<file path="config.mk">
export PLATFORM = sky130hd
export DESIGN_NAME = booth_r4_seq_multiplier
export DESIGN_NICKNAME = d
export VERILOG_FILES = /design/src/rtl/booth_r4_seq_multiplier_pkg.sv /design/src/rtl/booth_r4_encoder.sv /design/src/rtl/booth_r4_seq_multiplier.sv
export SDC_FILE = /design/constraint.sdc
export NUM_CORES = 1
export LEC_CHECK = 0
export CAP_MARGIN = 20
export CORE_ASPECT_RATIO = 1.25
export CORE_UTILIZATION = 34
export CTS_CLUSTER_SIZE = 24
export DETAILED_ROUTE_END_ITERATION = 8
export HOLD_SLACK_MARGIN = 0.15
export PLACE_DENSITY_LB_ADDON = 0.3
export SYNTH_ARGS = -nofsm -noshare
export SYNTH_HDL_FRONTEND = slang
export SYNTH_SLANG_ARGS = --single-unit
</file>
<file path="constraint.sdc">
create_clock -name clk_i -period 5 [get_ports clk_i]
set_input_delay 1.5 -clock clk_i [delete_from_list [all_inputs] [get_ports clk_i]]
set_output_delay 1.5 -clock clk_i [all_outputs]
set_load 0.005 [all_outputs]
</file>
<file path="src/rtl/booth_r4_seq_multiplier_pkg.sv">
// Shared types for the sequential radix-4 Booth multiplier.
package booth_r4_seq_multiplier_pkg;

  // Operand signedness selector; the remaining code 2'b11 behaves as MODE_UU.
  typedef enum logic [1:0] {
    MODE_UU = 2'b00,
    MODE_SS = 2'b01,
    MODE_SU = 2'b10
  } booth_mode_e;

  typedef enum logic [1:0] {
    IDLE = 2'b00,
    MUL  = 2'b01,
    DONE = 2'b10
  } booth_fsm_e;

  // Recoded Booth digit: magnitude one or two, optionally negated.
  // All fields clear means the digit is zero.
  typedef struct packed {
    logic neg;
    logic one;
    logic two;
  } booth_op_t;

  // The multiplicand (rs1) is signed in both signed modes.
  function automatic logic mcand_is_signed(input logic [1:0] mode);
    return (mode == MODE_SS) || (mode == MODE_SU);
  endfunction

  // The multiplier (rs2) is signed only in signed x signed mode.
  function automatic logic mplier_is_signed(input logic [1:0] mode);
    return (mode == MODE_SS);
  endfunction

endpackage

</file>
<file path="src/rtl/booth_r4_encoder.sv">
// Radix-4 Booth recoder: overlapping 3-bit multiplier group -> digit.
module booth_r4_encoder
  import booth_r4_seq_multiplier_pkg::*;
(
  input  logic [2:0] group,
  output booth_op_t  op
);

  // 000/111 -> 0, 001/010 -> +1, 011 -> +2, 100 -> -2, 101/110 -> -1
  assign op.neg = group[2] & ~(group[1] & group[0]);
  assign op.one = group[1] ^ group[0];
  assign op.two = (group == 3'b011) || (group == 3'b100);

endmodule

</file>
<file path="src/rtl/booth_r4_seq_multiplier.sv">
// Sequential radix-4 Booth multiplier, WIDTH x WIDTH -> 2*WIDTH.
// Valid/ready on both sides, clock enable, synchronous flush.
// Optional macro MGT01_BOOTH_ZERO_SKIP_EN: a zero operand finishes at once.
module booth_r4_seq_multiplier
  import booth_r4_seq_multiplier_pkg::*;
#(
  parameter int WIDTH = 32
) (
  input  logic                 clk_i,
  input  logic                 rst_i,
  input  logic                 clk_en_i,
  input  logic                 flush_i,
  input  logic                 valid_i,
  output logic                 ready_o,
  input  logic [1:0]           mode_i,
  input  logic [WIDTH-1:0]     a_i,
  input  logic [WIDTH-1:0]     b_i,
  output logic                 valid_o,
  input  logic                 ready_i,
  output logic [2*WIDTH-1:0]   result_o
);

  localparam int STEPS = WIDTH / 2 + 1;
  localparam int CNT_W = $clog2(STEPS + 1);
  localparam int AW    = WIDTH + 2;       // extended operand width
  localparam int PW    = WIDTH + 3;       // accumulator width, holds +-2B

  booth_fsm_e       state_q, state_d;
  logic [PW-1:0]    p_q;
  logic [AW-1:0]    a_q;                  // multiplier, shifted out 2 bits per step
  logic             l_q;                  // bit shifted out below a_q[0]
  logic [AW-1:0]    mcand_q;
  logic [CNT_W-1:0] cnt_q;

  logic [AW-1:0]    mcand_ext, mplier_ext;
  logic             zero_ops;
  logic             last_step;
  booth_op_t        op;
  logic [PW-1:0]    pp_mag, pp, sum;
  logic [PW+AW:0]   shifted;

  assign mcand_ext  = {{2{a_i[WIDTH-1] & mcand_is_signed(mode_i)}}, a_i};
  assign mplier_ext = {{2{b_i[WIDTH-1] & mplier_is_signed(mode_i)}}, b_i};
  assign last_step  = (cnt_q == CNT_W'(STEPS - 1));

`ifdef MGT01_BOOTH_ZERO_SKIP_EN
  assign zero_ops = (a_i == '0) || (b_i == '0);
`else
  assign zero_ops = 1'b0;
`endif

  booth_r4_encoder u_enc (
    .group ({a_q[1:0], l_q}),
    .op    (op)
  );

  // One Booth step: add the selected partial product, then shift {P,A,L} right by 2.
  always_comb begin
    // NOTE: every variable gets a default first so no path leaves it unassigned and infers a latch.
    pp_mag = '0;
    if (op.two)
      pp_mag = {mcand_q, 1'b0};
    else if (op.one)
      pp_mag = {mcand_q[AW-1], mcand_q};
    pp      = op.neg ? -pp_mag : pp_mag;
    sum     = p_q + pp;
    shifted = $signed({sum, a_q, l_q}) >>> 2;
  end

  // Next-state logic; flush overrides every other transition.
  always_comb begin
    state_d = state_q;
    case (state_q)
      IDLE:    if (valid_i)   state_d = zero_ops ? DONE : MUL;
      MUL:     if (last_step) state_d = DONE;
      DONE:    if (ready_i)   state_d = IDLE;
      default:                state_d = IDLE;
    endcase
    if (flush_i) state_d = IDLE;
  end

  // State register, frozen while the clock enable is low.
  always_ff @(posedge clk_i or posedge rst_i) begin
    // NOTE: sequential state uses non-blocking assignments so every register samples pre-edge values.
    if (rst_i)
      state_q <= IDLE;
    else if (clk_en_i)
      state_q <= state_d;
  end

  // Datapath: load operands on accept, iterate in MUL, clear on flush.
  always_ff @(posedge clk_i or posedge rst_i) begin
    // NOTE: datapath registers are reset too, because result_o is read straight from them.
    if (rst_i) begin
      p_q     <= '0;
      a_q     <= '0;
      l_q     <= 1'b0;
      mcand_q <= '0;
      cnt_q   <= '0;
    end else if (clk_en_i) begin
      if (flush_i) begin
        p_q     <= '0;
        a_q     <= '0;
        l_q     <= 1'b0;
        mcand_q <= '0;
        cnt_q   <= '0;
      end else begin
        case (state_q)
          IDLE: begin
            if (valid_i) begin
              mcand_q <= mcand_ext;
              a_q     <= zero_ops ? '0 : mplier_ext;
              p_q     <= '0;
              l_q     <= 1'b0;
              cnt_q   <= '0;
            end
          end
          MUL: begin
            {p_q, a_q, l_q} <= shifted;
            cnt_q           <= cnt_q + CNT_W'(1);
          end
          default: ;
        endcase
      end
    end
  end

  assign ready_o  = (state_q == IDLE);
  assign valid_o  = (state_q == DONE);
  assign result_o = {p_q[WIDTH-3:0], a_q};

endmodule
</file>
==> results of run 1 <==
sequential cells by signal (all words and copies together) (netlist names):
signal / flops
l_q: 1
mcand_q: 33
state_q: 2
a_q: 34
p_q: 33
cnt_q: 5
cell usage in the layout, fill, tap and decap left out, types with 3 or more instances in the layout:
master                            instances
sky130_fd_sc_hd__nand2_1                151
sky130_fd_sc_hd__clkdlybuf4s50_1        136
sky130_fd_sc_hd__dfrtp_1                107
sky130_fd_sc_hd__o21ai_0                 96
sky130_fd_sc_hd__a21oi_1                 74
sky130_fd_sc_hd__buf_4                   42
sky130_fd_sc_hd__ha_1                    40
sky130_fd_sc_hd__nand2b_1                37
sky130_fd_sc_hd__o31ai_1                 36
sky130_fd_sc_hd__xor2_1                  35
sky130_fd_sc_hd__mux2i_1                 33
sky130_fd_sc_hd__xnor2_1                 31
sky130_fd_sc_hd__a21o_1                  26
sky130_fd_sc_hd__nor2_1                  26
sky130_fd_sc_hd__inv_1                   21
sky130_fd_sc_hd__and3_1                  18
sky130_fd_sc_hd__nor3_1                  13
sky130_fd_sc_hd__a31oi_1                 10
sky130_fd_sc_hd__o21bai_1                10
sky130_fd_sc_hd__nand3_1                 10
sky130_fd_sc_hd__a21boi_0                 9
sky130_fd_sc_hd__clkbuf_16                9
sky130_fd_sc_hd__and2_1                   7
sky130_fd_sc_hd__nor2b_1                  5
sky130_fd_sc_hd__a211oi_1                 5
sky130_fd_sc_hd__or3_4                    5
sky130_fd_sc_hd__o21a_1                   4
sky130_fd_sc_hd__nand4_1                  4
sky130_fd_sc_hd__or3_1                    4
sky130_fd_sc_hd__and4_1                   3
sky130_fd_sc_hd__a22o_1                   3
sky130_fd_sc_hd__nor3b_1                  3
sky130_fd_sc_hd__o22ai_1                  3
layout make-up:
| class | count | area (um^2) | share of cell area |
|---|---|---|---|
| multi-input combinational | 744 | 4850 | 0.484 |
| sequential | 108 | 2700 | 0.270 |
| timing repair buffer | 180 | 1700 | 0.170 |
| tap | 288 | 360 | 0.0360 |
| clock buffer | 10 | 239 | 0.0239 |
| inverter | 22 | 85.1 | 0.00850 |
| clock inverter | 6 | 68.8 | 0.00688 |
stage by stage:
step,instance area (um^2),instances
4_1_cts,9920,1352
3_3_place_gp,9610,1336
2_1_floorplan,7990,960
3_5_place_dp,9610,1336
6_report,10000,1358
5_1_grt,10000,1358
final timing paths:
path                            start           to  slack [ns]  cells past startpoint
min in group asynchronous       rst_i       a_q[3]        1.55                      2
hold / removal                p_q[30]      p_q[30]        0.50                      2
max in group asynchronous       rst_i  mcand_q[26]        2.69                      3
hold reg to reg               p_q[30]      p_q[30]        0.50                      2
setup reg to reg           mcand_q[7]      p_q[33]        0.13                     18
setup / recovery           mcand_q[7]      p_q[33]        0.13                     18
report_power, final:
group / leakage (uW) / switching [uW] / internal (uW)
registers: 0.00144 / 107 / 970
clock network: 0.000155 / 363 / 409
logic: 0.00279 / 651 / 596
total: 0.00439 / 1120 / 1970
critical path: cells and delay by family, from the launching register on:
kind | cells | cell delay, ns
AOI/OAI and AO/OA | 4 | 0.99
DFF | 1 | 0.44
adders and majority gates | 1 | 0.27
xor gates and xnor gates | 1 | 0.15
buffers and inverters | 1 | 0.16
and+or+nand+nor | 11 | 2.76
metal layers:
layer	routed length (um)	track usage
met5	0	0
met4	312	0.0519
met3	1200	0.0436
met2	10400	0.316
met1	9320	0.219
timing repair:
item | CTS | global route
endpoints found under the setup margin | 0 | 4
buffers inserted | 0 | 6
hold buffers | 0 | 0
gates resized for setup | 0 | 11
cell families after synthesis:
family	synth area share
buffers and inverters	0.0659
XOR/XNOR	0.0723
multiplexers	0.0445
AND/OR/NAND/NOR	0.181
AO/OA/AOI/OAI	0.233
adder cells (fa/ha/maj)	0.0651
flip-flops	0.338
==> implementation parameters, run 1 <==
Parameter                              Value

Critical path
  CP max stage cell    sky130_fd_sc_hd__dfrtp_2
  Crit-path most repeated cell    sky130_fd_sc_hd__or3_4
  Startpoint kind of the worst setup timing path    flop
  Critical Path, Cell by Cell    or3_4 -> o41ai_2 -> a22o_2 -> nand2_2 -> or3_4 -> or3_4 -> or3_4 -> nand3b_1 -> nand2_1 -> xor2_1 -> ha_1 -> buf_4 -> and4_1 -> and4_1 -> a21o_1 -> or3_4 -> and3_4 -> a221o_1
  Critical path data arrival time    5.13 ns
  Maximum fanout encountered on the critical timing path    6
  Crit. End Element    flop
  Worst stage delay on the critical path    0.44 ns
  Data required time at the worst endpoint    5.25 ns
  Critical setup path kind    reg -> reg

Place
  Routability Congestion    0.878
  Count of port buffers added during placement    137
  Placed wire-length estimate after detailed placement    16.1 mm
  Pre-CTS setup slack    0.0886 ns

Synthesis
  Total of warnings raised by yosys    0
  Most frequently used flop master after synthesis    sky130_fd_sc_hd__dfrtp_1
  Count of flip-flops with a built-in enable after synthesis    0
  Post-synthesis cell area    0.00799 mm^2
  Synthesized instance count    960
  Proportion of netlist area held by the largest area contributor    0.338
  Distinct cells, synth    62
  Cell accounting for the most synthesized area    sky130_fd_sc_hd__dfrtp_1
  Synth async-reset ratio    1.00
  Number of nets produced by synthesis    1073
  Synth Register Bits    108
  Count leader, synth    sky130_fd_sc_hd__nand2_1
  Post-synth top cells    sky130_fd_sc_hd__nand2_1 (151), sky130_fd_sc_hd__dfrtp_1 (108), sky130_fd_sc_hd__o21ai_0 (98)
  Avg Synthesized Cell Area    8.33 um^2
  Sequential area share after synthesis    0.338
  Most area-consuming cells after synthesis    sky130_fd_sc_hd__dfrtp_1 (34%), sky130_fd_sc_hd__nand2_1 (7.1%), sky130_fd_sc_hd__ha_1 (6.3%)

STA
  Number of hold violations in the final report    0
  Max Clock Freq    0.205 GHz
  Worst slack on hold paths    0.500 ns
  Count of endpoints failing setup in the final report    0
  Pins over their slew limit    0
  Setup repair after global routing missed its margin    yes
  Post-route fraction of the period consumed by the critical path    0.975
  Remaining max-slew budget at the tightest pin    0.339
  Transition time of the tightest slew-check pin    0.987 ns
  Fin crit period    4.87 ns
  Setup TNS    0 ns
  Largest clock skew in the final design    0.00780 ns
  Worst-case setup margin in the final layout    0.126 ns

Clocking
  Number of sinks on the clock net    108
  Skew-Pair Late Insertion Delay    0.37 ns
  CTS tree    built
  H-tree levels    3
  Clock-pin slew reported for the worst setup and hold paths after clock tree synthesis    0.08 ns
  CTS root buffer    sky130_fd_sc_hd__clkbuf_16
  Number of buffers between clock root and the deepest sink    2
  CTS buffer count    9

Outcome
  Violated checks    design-rule violations
  Result of the run    complete, but fails checks

Detailed routing
  Count of antenna-violating nets left after detailed routing    0
  Routed len/inst    15.6 um
  Per-cell via count in the routed design    5.17
  Drt first-iter violations    319
  Detailed-route wire length    21.2 mm
  Number of detailed-route iterations in the first pass    7
  DR vias    7023
  DRC violation count after routing    2

Floorplanning
  Die extent in y    173 um
  Core box area    0.0230 mm^2
  Number of rows created at floorplan    62
  Die area    0.0241 mm^2
  Effective utilization at floorplan    0.347
  Boundary pin count    138
  Die outline width    139 um

Power
  Maximum ir drop on the vdd rail    162 uV
  Static leakage    0.00439 uW
  Pwr Total    3100 uW
  Power density of the placed cells    309 mW/mm^2

Final layout
  Relative area change from synthesis to final layout    25.2%
  Number of fill cells    2245
  Net count of the finished layout    1178
  Share of post-route cells with drive strength above 1    0.0841
  Final core utilization    0.434
  Inserted Diodes    0

Global routing
  Vias in the first global route    7124
  Total Routing Usage GR    0.180
  Initial antenna violation count    0
  Maximum number of pins on one net before global-route repair    69
  Wire length of the first global-routing pass    35.4 mm
  Total congestion overflow after global routing    0

Run
  Max capacitance violation total    0

Hold path
  Class of the most critical hold timing path    reg -> reg
Note: power is estimated with default switching activity, not from simulation.
==> run 2: changes to the inputs <==
--- a/config.mk
+++ b/config.mk
@@ -5,7 +5,6 @@
 export SDC_FILE = /design/constraint.sdc
 export NUM_CORES = 1
 export LEC_CHECK = 0
-export CAP_MARGIN = 20
 export CORE_ASPECT_RATIO = 1.25
 export CORE_UTILIZATION = 34
 export CTS_CLUSTER_SIZE = 24
==> results of run 2 <==
Final layout, timing and power as in run 1 (identical DEF).
==> run 3: changes to the inputs <==
--- a/config.mk
+++ b/config.mk
@@ -6,8 +6,8 @@
 export NUM_CORES = 1
 export LEC_CHECK = 0
 export CORE_ASPECT_RATIO = 1.25
-export CORE_UTILIZATION = 34
-export CTS_CLUSTER_SIZE = 24
+export CORE_MARGIN = 2
+export CORE_UTILIZATION = 37
 export DETAILED_ROUTE_END_ITERATION = 8
 export HOLD_SLACK_MARGIN = 0.15
 export PLACE_DENSITY_LB_ADDON = 0.3
==> run 3 against run 2 <==
  * Utilization up 3.4 points
  * Final area up 0.11%
  * Clock skew increased by 0.0040 ns
  * Count of clock-buffer cells in the layout fell by 1
  * Routed wire length up 0.64%
  * The flow now finishes without violations
  * Sequential power is essentially flat
  * Sequential cell count is the same
  * Worst setup slack got worse by 0.012 ns
  * Combinational power about the same
  * Hold slack gained 0.0012 ns
==> implementation parameters, run 3 (same netlist as run 1, synthesis figures left out) <==
Parameter                              Value

Power
  Static leakage    0.00438 uW
  Maximum ir drop on the vdd rail    163 uV
  Power density of the placed cells    305 mW/mm^2

Clocking
  CTS root buffer    sky130_fd_sc_hd__clkbuf_16
  H-tree levels    3
  Clock-pin slew reported for the worst setup and hold paths after clock tree synthesis    0.08 ns
  Number of buffers between clock root and the deepest sink    2
  CTS buffer count    9
  Skew-Pair Late Insertion Delay    0.37 ns
  CTS tree    built
  Number of sinks on the clock net    108

Critical path
  Startpoint kind of the worst setup timing path    flop
  Data required time at the worst endpoint    5.25 ns
  Crit. End Element    flop
  Maximum fanout encountered on the critical timing path    4
  Critical path data arrival time    5.13 ns
  Critical setup path kind    reg -> reg

Floorplanning
  Core box area    0.0214 mm^2
  Boundary pin count    138
  Effective utilization at floorplan    0.374
  Die extent in y    168 um
  Die area    0.0228 mm^2
  Die outline width    135 um
  Number of rows created at floorplan    60

STA
  Remaining max-slew budget at the tightest pin    0.235
  Worst-case setup margin in the final layout    0.114 ns
  Max Clock Freq    0.205 GHz
  Number of hold violations in the final report    0
  Pins over their slew limit    0
  Fin crit period    4.89 ns
  Count of endpoints failing setup in the final report    0
  Largest clock skew in the final design    0.0118 ns
  Setup repair after global routing missed its margin    yes
  Setup TNS    0 ns
  Post-route fraction of the period consumed by the critical path    0.977
  Transition time of the tightest slew-check pin    1.15 ns

Final layout
  Share of post-route cells with drive strength above 1    0.0896
  Post-route insts no fill    1351
  Biggest regs    a_q x34, mcand_q x33, p_q x33
  Net count of the finished layout    1180
  Inserted Diodes    0
  Most common cell after layout, fill and taps aside    sky130_fd_sc_hd__nand2_1
  Top library cells by usage in the layout, fill and taps aside    sky130_fd_sc_hd__nand2_1 (151), sky130_fd_sc_hd__clkdlybuf4s50_1 (136), sky130_fd_sc_hd__dfrtp_1 (106)
  Largest register by flop count    a_q
  Number of flip-flops in the largest register    34
  Relative area change from synthesis to final layout    25.3%

Outcome
  Result of the run    completed

Global routing
  Total Routing Usage GR    0.190
  Total congestion overflow after global routing    0
  Maximum number of pins on one net before global-route repair    70
  Wire length of the first global-routing pass    35.1 mm
  Initial antenna violation count    0
  Vias in the first global route    7069

Detailed routing
  Drt first-iter violations    365
  Number of detailed-route iterations in the first pass    5
  Per-cell via count in the routed design    5.27
  DRC violation count after routing    0
  Routed len/inst    15.8 um
  Count of antenna-violating nets left after detailed routing    0
  Detailed-route wire length    21.3 mm
  DR vias    7121

Hold path
  Class of the most critical hold timing path    reg -> reg

Run
  Max capacitance violation total    0

Place
  Placed wire-length estimate after detailed placement    15.9 mm
  Count of port buffers added during placement    137
  Pre-CTS setup slack    0.0491 ns
  Routability Congestion    0.892
  Total instance count after detailed placement    1331
-- run 3: changes by cell type in the layout (fill, tap and decap cells not counted), sizes merged --
| cell | change |
|---|---|
| clkinvlp | +1 |
| clkinv | +1 |
| clkbuf | -1 |
| bufinv | -1 |
| buf | +2 |
-- run 3: repair_timing --
action                     in CTS  in global routing
gates resized for setup         0                 16
setup endpoints to repair       0                  7
hold buffers                    0                  0
buffers inserted                0                  4
-- run 3: layer usage --
metal | vias to the layer above | global-route usage | share of wire
met2 | 181 | 0.326 | 0.48
met4 | 0 | 0.0670 | 0.020
met5 | - | 0 | 0
met3 | 23 | 0.0446 | 0.061
li1 | 3572 | - | -
met1 | 3345 | 0.232 | 0.44
-- run 3: path summary, 6_finish.rpt --
kind,depth (start not counted),from,slack (ns),endpoint
worst max-delay path,20,mcand_q[7],0.11,p_q[33]
worst min register to register,2,p_q[30],0.50,p_q[30]
min in group asynchronous,2,rst_i,1.59,a_q[3]
max in group asynchronous,3,rst_i,2.65,p_q[23]
worst max register to register,20,mcand_q[7],0.11,p_q[33]
worst min-delay path,2,p_q[30],0.50,p_q[30]
-- run 3: where the power goes --
part           leakage [uW]  switching [uW]  internal, uW
Sequential          0.00144             105           970
Clock              0.000146             380           357
Combinational       0.00280             653           588
-- run 3: critical path, stage by stage, from the launching register on --
cell and delay [ns]:
sky130_fd_sc_hd__dfrtp_2 0.43, sky130_fd_sc_hd__or3_4 0.41, sky130_fd_sc_hd__o41ai_2 0.21, sky130_fd_sc_hd__a22o_2 0.22, sky130_fd_sc_hd__nand2_2 0.07, sky130_fd_sc_hd__or3_4 0.40, sky130_fd_sc_hd__or3_4 0.40, sky130_fd_sc_hd__or3_4 0.38
sky130_fd_sc_hd__nand3b_1 0.18, sky130_fd_sc_hd__nand2_1 0.10, sky130_fd_sc_hd__xor2_1 0.15, sky130_fd_sc_hd__ha_1 0.28, sky130_fd_sc_hd__a21o_1 0.18, sky130_fd_sc_hd__a21oi_2 0.13, sky130_fd_sc_hd__nor2_1 0.05, sky130_fd_sc_hd__nor2_1 0.14
sky130_fd_sc_hd__o21ai_1 0.09, sky130_fd_sc_hd__a21o_1 0.18, sky130_fd_sc_hd__or3_4 0.33, sky130_fd_sc_hd__and3_1 0.17, sky130_fd_sc_hd__a221o_1 0.28
-- run 3: per-stage QoR --
| stage | hold WS (ns) | area (um^2) | util | total power (uW) |
|---|---|---|---|---|
| 2_1_floorplan | 0.456 | 7990 | - | 1880 |
| 3_3_place_gp | 0.475 | 9630 | 0.450 | 2300 |
| 3_5_place_dp | 0.493 | 9630 | 0.450 | 2310 |
| 4_1_cts | 0.512 | 9940 | 0.464 | 3060 |
| 5_1_grt | 0.545 | 10000 | 0.468 | 3260 |
| 6_report | 0.501 | 10000 | 0.468 | 3050 |
-- run 3: area by class of cell --
| class | instances | area (um^2) |
|---|---|---|
| fill | 2054 | 11400 |
| clock inverter | 7 | 80.1 |
| multi-input combinational | 744 | 4860 |
| inverter | 22 | 85.1 |
| timing repair buffer | 182 | 1720 |
| tap | 279 | 349 |
| sequential | 108 | 2710 |
| clock buffer | 9 | 225 |
